File: src/rtl/cpu_types_pkg.sv
// Shared types for the instruction cache: fetch-address view, frame layout and FSM states.
package cpu_types_pkg;

  localparam int unsigned SETS  = 16;
  localparam int unsigned IDX_W = 4;
  localparam int unsigned TAG_W = 26;

  typedef logic [31:0] word_t;

  typedef struct packed {
    logic [TAG_W-1:0] tag;
    logic [IDX_W-1:0] idx;
    logic [1:0]       bytoff;
  } icachef_t;

  typedef struct packed {
    logic             valid;
    logic [TAG_W-1:0] tag;
    word_t            data;
  } icache_block_t;

  typedef enum logic {IDLE, FETCH} icache_state_t;

endpackage

File: src/rtl/icache_array.sv
// Direct-mapped frame store: async read, one sync write port, single-cycle invalidate-all.
module icache_array
  import cpu_types_pkg::*;
(
  input  logic               CLK,
  input  logic               nRST,
  input  logic [IDX_W-1:0]   idx,
  output icache_block_t      rblock,
  input  logic               we,
  input  logic [IDX_W-1:0]   widx,
  input  icache_block_t      wblock,
  input  logic               flush_all
);

  logic [SETS-1:0]  valid;
  logic [TAG_W-1:0] tags  [SETS];
  word_t            words [SETS];

  // A fill landing on the flush edge overrides the clear for its own frame.
  always_ff @(posedge CLK or negedge nRST) begin
    if (!nRST) begin
      valid <= '0;
    end else begin
      if (flush_all) valid <= '0;
      if (we)        valid[widx] <= wblock.valid;
    end
  end

  always_ff @(posedge CLK) begin
    if (we) begin
      tags[widx]  <= wblock.tag;
      words[widx] <= wblock.data;
    end
  end

  always_comb begin
    rblock       = '0;
    rblock.valid = valid[idx];
    rblock.tag   = tags[idx];
    rblock.data  = words[idx];
  end

endmodule

File: src/rtl/icache_ctrl.sv
// Instruction-cache controller: zero-latency hit compare, miss latch, refill FSM, miss counter.
module icache_ctrl
  import cpu_types_pkg::*;
#(
  parameter int unsigned CNT_W = 16
) (
  input  logic             CLK,
  input  logic             nRST,
  input  logic             imemREN,
  input  logic [31:0]      imemaddr,
  output logic             ihit,
  output logic [31:0]      imemload,
  output logic             iREN,
  output logic [31:0]      iaddr,
  input  logic             iwait,
  input  logic [31:0]      iload,
  input  logic             flush,
  output logic [CNT_W-1:0] miss_count
);

  icache_state_t    state;
  logic [TAG_W-1:0] miss_tag;
  logic [IDX_W-1:0] miss_idx;
  icachef_t         addr_f;
  icache_block_t    rblock;
  icache_block_t    wblock;
  logic             raw_hit;
  logic             fill_we;
  logic             unused_bytoff;

  assign addr_f        = icachef_t'(imemaddr);
  assign unused_bytoff = ^addr_f.bytoff;

  icache_array u_array (
    .CLK       (CLK),
    .nRST      (nRST),
    .idx       (addr_f.idx),
    .rblock    (rblock),
    .we        (fill_we),
    .widx      (miss_idx),
    .wblock    (wblock),
    .flush_all (flush)
  );

  assign raw_hit = imemREN && rblock.valid && (rblock.tag == addr_f.tag);
  assign fill_we = (state == FETCH) && !iwait;

  always_comb begin
    wblock       = '0;
    wblock.valid = 1'b1;
    wblock.tag   = miss_tag;
    wblock.data  = iload;
  end

  // Outputs decode directly from state; only the FSM, latch and counter are registered.
  always_comb begin
    ihit     = 1'b0;
    imemload = '0;
    iREN     = 1'b0;
    iaddr    = '0;
    if (state == FETCH) begin
      iREN  = 1'b1;
      iaddr = {miss_tag, miss_idx, 2'b00};
    end else if (raw_hit && !flush) begin
      ihit     = 1'b1;
      imemload = rblock.data;
    end
  end

  always_ff @(posedge CLK or negedge nRST) begin
    if (!nRST) begin
      state      <= IDLE;
      miss_tag   <= '0;
      miss_idx   <= '0;
      miss_count <= '0;
    end else begin
      case (state)
        IDLE: begin
          if (imemREN && !raw_hit) begin
            miss_tag <= addr_f.tag;
            miss_idx <= addr_f.idx;
            if (miss_count != '1) miss_count <= miss_count + CNT_W'(1);
            state    <= FETCH;
          end
        end
        FETCH: begin
          if (!iwait) state <= IDLE;
        end
        default: state <= IDLE;
      endcase
    end
  end

endmodule

File: config.mk
export PLATFORM = sky130hd
export DESIGN_NAME = icache_ctrl
export DESIGN_NICKNAME = d
export VERILOG_FILES = /design/src/rtl/cpu_types_pkg.sv /design/src/rtl/icache_array.sv /design/src/rtl/icache_ctrl.sv
export SDC_FILE = /design/constraint.sdc
export NUM_CORES = 1
export LEC_CHECK = 0
export ABC_AREA = 0
export CAP_MARGIN = 20
export CORE_AREA = 2 2 276 278
export CTS_CLUSTER_DIAMETER = 200
export DETAILED_ROUTE_END_ITERATION = 6
export DIE_AREA = 0 0 278 280
export HOLD_SLACK_MARGIN = 0.05
export PLACE_DENSITY_LB_ADDON = 0.1
export SYNTH_ARGS = -nofsm -noshare
export SYNTH_HDL_FRONTEND = slang
export SYNTH_SLANG_ARGS = --single-unit
File: constraint.sdc
create_clock -name CLK -period 7.19 [get_ports CLK]
set_clock_uncertainty 0.1 [all_clocks]
set_input_delay 1.7975 -clock CLK [delete_from_list [all_inputs] [get_ports CLK]]
set_output_delay 1.7975 -clock CLK [all_outputs]
set_load 0.005 [all_outputs]
==> impl_metrics.csv, run 1 <==
group,metric,value,unit
timing,hold_viol_final,0,
floorplan,fp.coreArea,75200,um^2
power,peakVddDrop,0.184,mV
route,remaining_drc_errors,0,
synthesis,synth_ff_type,"edfxtp_1",
setup_path,crit_family,"buffers and inverters",
setup_path,critPathLaunchType,"input port",
timing,fin_crit_sh,0.982,
synthesis,post-synth-top-area-cell,"edfxtp_1",
final_layout,fin_util,0.604,
synthesis,syn_avg_cell_area,22.3,um^2
cts,cts_tree,"done",
setup_path,cp_num_buf_inv,6,
timing,drv_slew,0,
setup_path,cp_slowest_stage_delay,510,ps
cts,clk_pin_slew,60,ps
floorplan,rows,101,
cts,clock-root-buffer,"clkbuf_16",
setup_path,crit_chain,"buf_16 -> buf_12 -> mux4_2 -> mux4_2 -> xnor2_2 -> nand4_1 -> nor4_4 -> nand4_1 -> buf_6 -> buf_4 -> inv_1 -> clkdlybuf4s50_1",
global_route,grt_use_met1,0.328,
synthesis,yosys-top-cells-area,"edfxtp_1, mux4_2, dfrtp_1",
synthesis,async_flop_share,0.0636,
floorplan,start_util,0.513,
timing,grt_setup_unrepaired,"false",
final_layout,final_nets,2060,
final_layout,fill_cells,5302,
route,drtIter0Drc,1628,
final_layout,multiInputGateArea,8810,um^2
power,p_leak,15.4,nW
route,postRouteAntennaNets,0,
run_status,run_status,"finished clean",
synthesis,yosysWarnings,0,
power,power-per-cell-area,284,nW/um^2
route,wire_per_inst,29.1,um
global_route,grt_max_degree,66,
worst_hold_path,holdCritPathClass,"flop to flop",
global_route,track_usage,0.232,
synthesis,yosysSeqAreaShare,0.764,
cts,clockBufferDepth,3,
global_route,globalRouteMet3Util,0.0365,
run,cap_viol_max_count,0,
setup_path,arrival,5160,ps
cts,clock_latency,670,ps
route,vias,18500,
placed_design,gp_congestion,0.800,
final_layout,syn2layout_area_growth,17.8,%
cts,hold_buffers,0,
floorplan,ios,151,
placed_design,post-dp-hpwl,47.8,mm
synthesis,ys_top_cells_by_count,"edfxtp_1, mux4_2, mux2i_1",
setup_path,path_max_fanout,7,
global_route,overflow,0,
cts,cts_buffers,101,
global_route,grt_pass1_wl,130,mm
timing,setup_ws,131,ps
timing,max_slew_margin,0.285,
synthesis,synth.most_common_cell,"edfxtp_1",
timing,hold_ws,381,ps
setup_path,end_kind,"output port",
synthesis,ys_ff_latch,991,
placed_design,dpl_worst_slack,-281,ps
timing,period_needed,7060,ps
global_route,grt.busiest_layer,"met2",
synthesis,netlist.area_leader.share,0.723,
timing,worst_slew_pin_slew,1070,ps
setup_path,slowest_stage,"mux4_2",
timing,setup-violations-final,0,
synthesis,synth_cell_type_count,57,
timing,max_freq,142,MHz
synthesis,netlist_instances,1727,
route,dr.pass1.iters,5,
placed_design,portBuffers,146,
setup_path,critPathKind,"input port to output port",
route,vias_per_cell,6.05,
synthesis,synth_area,38500,um^2
final_layout,seq_area,29400,um^2
global_route,grt_pass1_vias,19200,
setup_path,worstPathRequired,5290,ps
final_layout,drive_above_1_share,0.264,
global_route,antenna_found_initial,4,
setup_path,rrSetupSlack,3500,ps
floorplan,design.die.area,77800,um^2
floorplan,dieHeight,280,um
cts,htree_levels,3,
synthesis,synth_edf_count,928,
floorplan,die_width,278,um
route,wl,88.9,mm
cts,clock_sinks,991,
global_route,grt_util_met2,0.381,
==> routing by layer <==
| layer | part of all wire | up-vias |
|---|---|---|
| met4 | 0.023 | 2 |
| li1 | - | 7752 |
| met1 | 0.43 | 10000 |
| met3 | 0.053 | 140 |
| met2 | 0.50 | 531 |
| met5 | 0.00012 | - |
==> placed cells by master (no fill, tap or decap), drive strengths merged, types with 31 or more instances in the layout <==
master,n
buf,107
dfrtp,63
mux2i,73
clkdlybuf4s50,109
edfxtp,928
mux2,32
clkbuf,135
and2,33
clkinv,35
mux4,250
nor2b,37
xnor2,31
==> cells by family (layout without fill, tap and decap cells) <==
family | after synthesis | after routing | synth area share
AO/OA/AOI/OAI | 77 | 77 | 0.0155
XOR/XNOR | 43 | 43 | 0.00977
adder cells (fa/ha/maj) | 1 | 1 | 0.000325
buffers and inverters | 99 | 446 | 0.0124
flip-flops | 991 | 991 | 0.764
multiplexers | 355 | 355 | 0.174
other | 1 | 4 | 0.0000973
AND/OR/NAND/NOR | 160 | 160 | 0.0237
==> layout make-up <==
type                    instances  area share
diodes                          2    0.000110
flip-flops and latches        991       0.649
clock buffers                 135      0.0598
inverters                       9    0.000799
clock inverters                53      0.0122
multi-input cells             638       0.194
repair buffers                249      0.0576
well taps                     978      0.0270
==> stage by stage <==
step | setup TNS (ps) | power (mW) | instance area, um^2 | std cells
detailed placement | -6820 | 7.89 | 41800 | 2851
finish | 0 | 12.9 | 45400 | 3055
floorplan | 0 | 7.39 | 38500 | 1728
global route | 0 | 13.3 | 45400 | 3055
CTS | 0 | 13.0 | 45300 | 3051
global placement | -5000 | 7.85 | 41800 | 2850
==> path summary, 6_finish.rpt <==
kind                                                startpoint                     endpoint  cells past startpoint
worst max-delay path                               imemaddr[2]                         ihit                     12
worst min-delay path               u_array.valid[12]$_DFF_PN0_  u_array.valid[12]$_DFF_PN0_                      1
max in group asynchronous                                 nRST   miss_count[13]$_DFFE_PN0P_                      2
min in group asynchronous                                 nRST      miss_tag[7]$_DFFE_PN0P_                      1
worst min register to register     u_array.valid[12]$_DFF_PN0_  u_array.valid[12]$_DFF_PN0_                      1
worst max register to register  u_array.tags[15][11]$_DFFE_PP_    miss_count[1]$_DFFE_PN0P_                     10
==> power breakdown <==
| group | switching, mW | internal [mW] |
|---|---|---|
| Sequential | 0.214 | 6.64 |
| Clock | 2.18 | 2.96 |
| Combinational | 0.478 | 0.444 |
==> timing repair <==
action                                  CTS  global route
pin swaps                                 9             5
resized for setup                        30            31
buffers inserted                         11             2
cloned                                    1             0
endpoints found under the setup margin   33            24
==> registers in the layout, summed over array words and instances, names as in the netlist <==
register       cells
u_array.words    512
miss_tag          26
u_array.tags     416
u_array.valid     16
state              1
miss_count        16
miss_idx           4
No activity file was read; power rests on OpenSTA's default activity.
==> inputs of run 2 (changes only) <==
--- a/config.mk
+++ b/config.mk
@@ -9,6 +9,7 @@
 export CAP_MARGIN = 20
 export CORE_AREA = 2 2 276 278
 export CTS_CLUSTER_DIAMETER = 200
+export CTS_CLUSTER_SIZE = 28
 export DETAILED_ROUTE_END_ITERATION = 6
 export DIE_AREA = 0 0 278 280
 export HOLD_SLACK_MARGIN = 0.05
==> impl_metrics.csv, run 2 (synthesized netlist as in run 1, its figures left out) <==
group,metric,value,unit
route,wire_per_inst,29.9,um
setup_path,path_max_fanout,7,
timing,period_needed,7080,ps
placed_design,gp_congestion,0.800,
setup_path,timing.critical_path.from,"imemaddr[2]",
worst_hold_path,min_from,"u_array.valid[1]$_DFF_PN0_",
floorplan,rows,101,
timing,max_slew_margin,0.293,
timing,max_freq,141,MHz
timing,setup_ws,110,ps
floorplan,fp.coreArea,75200,um^2
timing,hold_viol_final,0,
route,dr.pass1.iters,5,
floorplan,design.die.area,77800,um^2
run,cap_viol_max_count,0,
timing,fin_crit_sh,0.985,
cts,clock-root-buffer,"clkbuf_16",
final_layout,top_register,"u_array.words",
route,remaining_drc_errors,0,
final_layout,syn2layout_area_growth,12.4,%
global_route,grt.busiest_layer,"met2",
route,vias_per_cell,6.17,
global_route,grt_use_met1,0.332,
global_route,overflow,0,
placed_design,place_area,41800,um^2
final_layout,final_nets,1999,
placed_design,portBuffers,146,
setup_path,end_kind,"output port",
timing,drv_slew,0,
floorplan,die_width,278,um
floorplan,ios,151,
global_route,grt_pass1_vias,18500,
final_layout,largest_reg_flops,512,
worst_hold_path,holdCritPathClass,"flop to flop",
route,wl,87.4,mm
cts,clockBufferDepth,3,
cts,cts_buffers,41,
global_route,antenna_found_initial,1,
cts,clock_latency,620,ps
power,peakVddDrop,0.196,mV
final_layout,largestRegisters,"u_array.words (512), u_array.tags (416), miss_tag (26)",
global_route,grt_pass1_wl,128,mm
floorplan,start_util,0.513,
power,p_leak,14.3,nW
power,power-per-cell-area,244,nW/um^2
setup_path,slowest_stage,"mux4_2",
setup_path,critPathKind,"input port to output port",
timing,worst_slew_pin_slew,1060,ps
final_layout,antenna_cells,0,
setup_path,arrival,5180,ps
cts,hold_buffers,0,
route,drtIter0Drc,1766,
route,vias,18000,
floorplan,dieHeight,280,um
final_layout,drive_above_1_share,0.228,
route,postRouteAntennaNets,0,
setup_path,worstPathRequired,5290,ps
global_route,track_usage,0.227,
setup_path,rr_startpoint,"u_array.tags[9][11]$_DFFE_PP_",
setup_path,crit_chain,"buf_16 -> buf_12 -> mux4_2 -> mux4_2 -> xnor2_2 -> nand4_1 -> nor4_4 -> nand4_1 -> buf_6 -> nor2b_1 -> buf_4 -> clkdlybuf4s50_1",
timing,grt_setup_unrepaired,"false",
placed_design,dpl_worst_slack,-281,ps
final_layout,fin_area,43300,um^2
cts,clock_sinks,991,
timing,setup-violations-final,0,
final_layout,mostFrequentLayoutCells,"edfxtp_1, mux4_2, clkdlybuf4s50_1, buf_4, mux2i_1",
cts,clk_pin_slew,100,ps
setup_path,cp_slowest_stage_delay,510,ps
global_route,grt_max_degree,66,
global_route,globalRouteMet3Util,0.0261,
cts,htree_levels,2,
final_layout,final_common_cell,"edfxtp_1",
cts,cts_tree,"done",
run_status,run_status,"finished clean",
global_route,grt_util_met2,0.382,
setup_path,critPathLaunchType,"input port",
placed_design,post-dp-hpwl,47.8,mm
-- run 2: changes by cell type in the layout (fill, tap and decap cells not counted), moves of 2 or more --
cell	change
clkinv_4	-3
inv_6	-3
buf_12	+2
bufinv_16	-8
clkinv_2	-19
clkbuf_8	-6
clkinv_8	-3
clkinvlp_4	-4
clkbuf_16	-58
clkinv_1	-10
clkbuf_1	-12
diode_2	-2
buf_4	-4
-- run 2: report_power, final --
group | total (mW) | internal (mW) | switching [mW]
combinational | 0.923 | 0.446 | 0.477
sequential | 6.84 | 6.63 | 0.215
clock | 2.80 | 1.12 | 1.68
-- run 2: critical path: cells and delay by family --
kind	cells	cell delay, ps
simple gates	4	1020
mux	2	1010
buf+inv	5	1140
xor+xnor	1	200
-- run 2: worst paths after layout --
check | end | slack (ps) | depth (start not counted)
max in group asynchronous | miss_count[14]$_DFFE_PN0P_ | 4950 | 2
min in group asynchronous | miss_tag[0]$_DFFE_PN0P_ | 950 | 1
hold reg to reg | u_array.valid[1]$_DFF_PN0_ | 390 | 1
setup / recovery | imemload[1] | 110 | 12
setup reg to reg | miss_count[1]$_DFFE_PN0P_ | 3520 | 10
hold / removal | u_array.valid[1]$_DFF_PN0_ | 390 | 1
-- run 2: area by class of cell --
cell class | count | area [um^2]
inverter | 9 | 36.3
fill | 5480 | 31900
tap | 978 | 1220
sequential | 991 | 29400
timing repair buffer | 248 | 2630
multi-input combinational | 638 | 8820
clock buffer | 59 | 1140
clock inverter | 2 | 28.8
-- run 2: timing repair --
item	4_1_cts	5_1_grt
gates cloned	1	0
gates resized for setup	30	33
setup endpoints to repair	33	24
pin swaps	9	6
setup buffers	10	2
-- run 2: per-layer routing --
metal	vias up	share of wire
met2	464	0.51
li1	7547	-
met5	-	0.000091
met1	9940	0.43
met4	2	0.013
met3	80	0.049
-- run 2: per-stage QoR --
step | cells | utilization | total power, mW | TNS (ps) | hold slack [ps]
finish | 2925 | 0.576 | 10.6 | 0 | 391
global route | 2925 | 0.576 | 10.9 | 0 | 403
CTS | 2923 | 0.574 | 10.7 | 0 | 391
detailed placement | 2851 | 0.556 | 7.89 | -6820 | 367
global placement | 2850 | 0.556 | 7.85 | -5000 | 356
floorplan | 1728 | - | 7.39 | 0 | 348
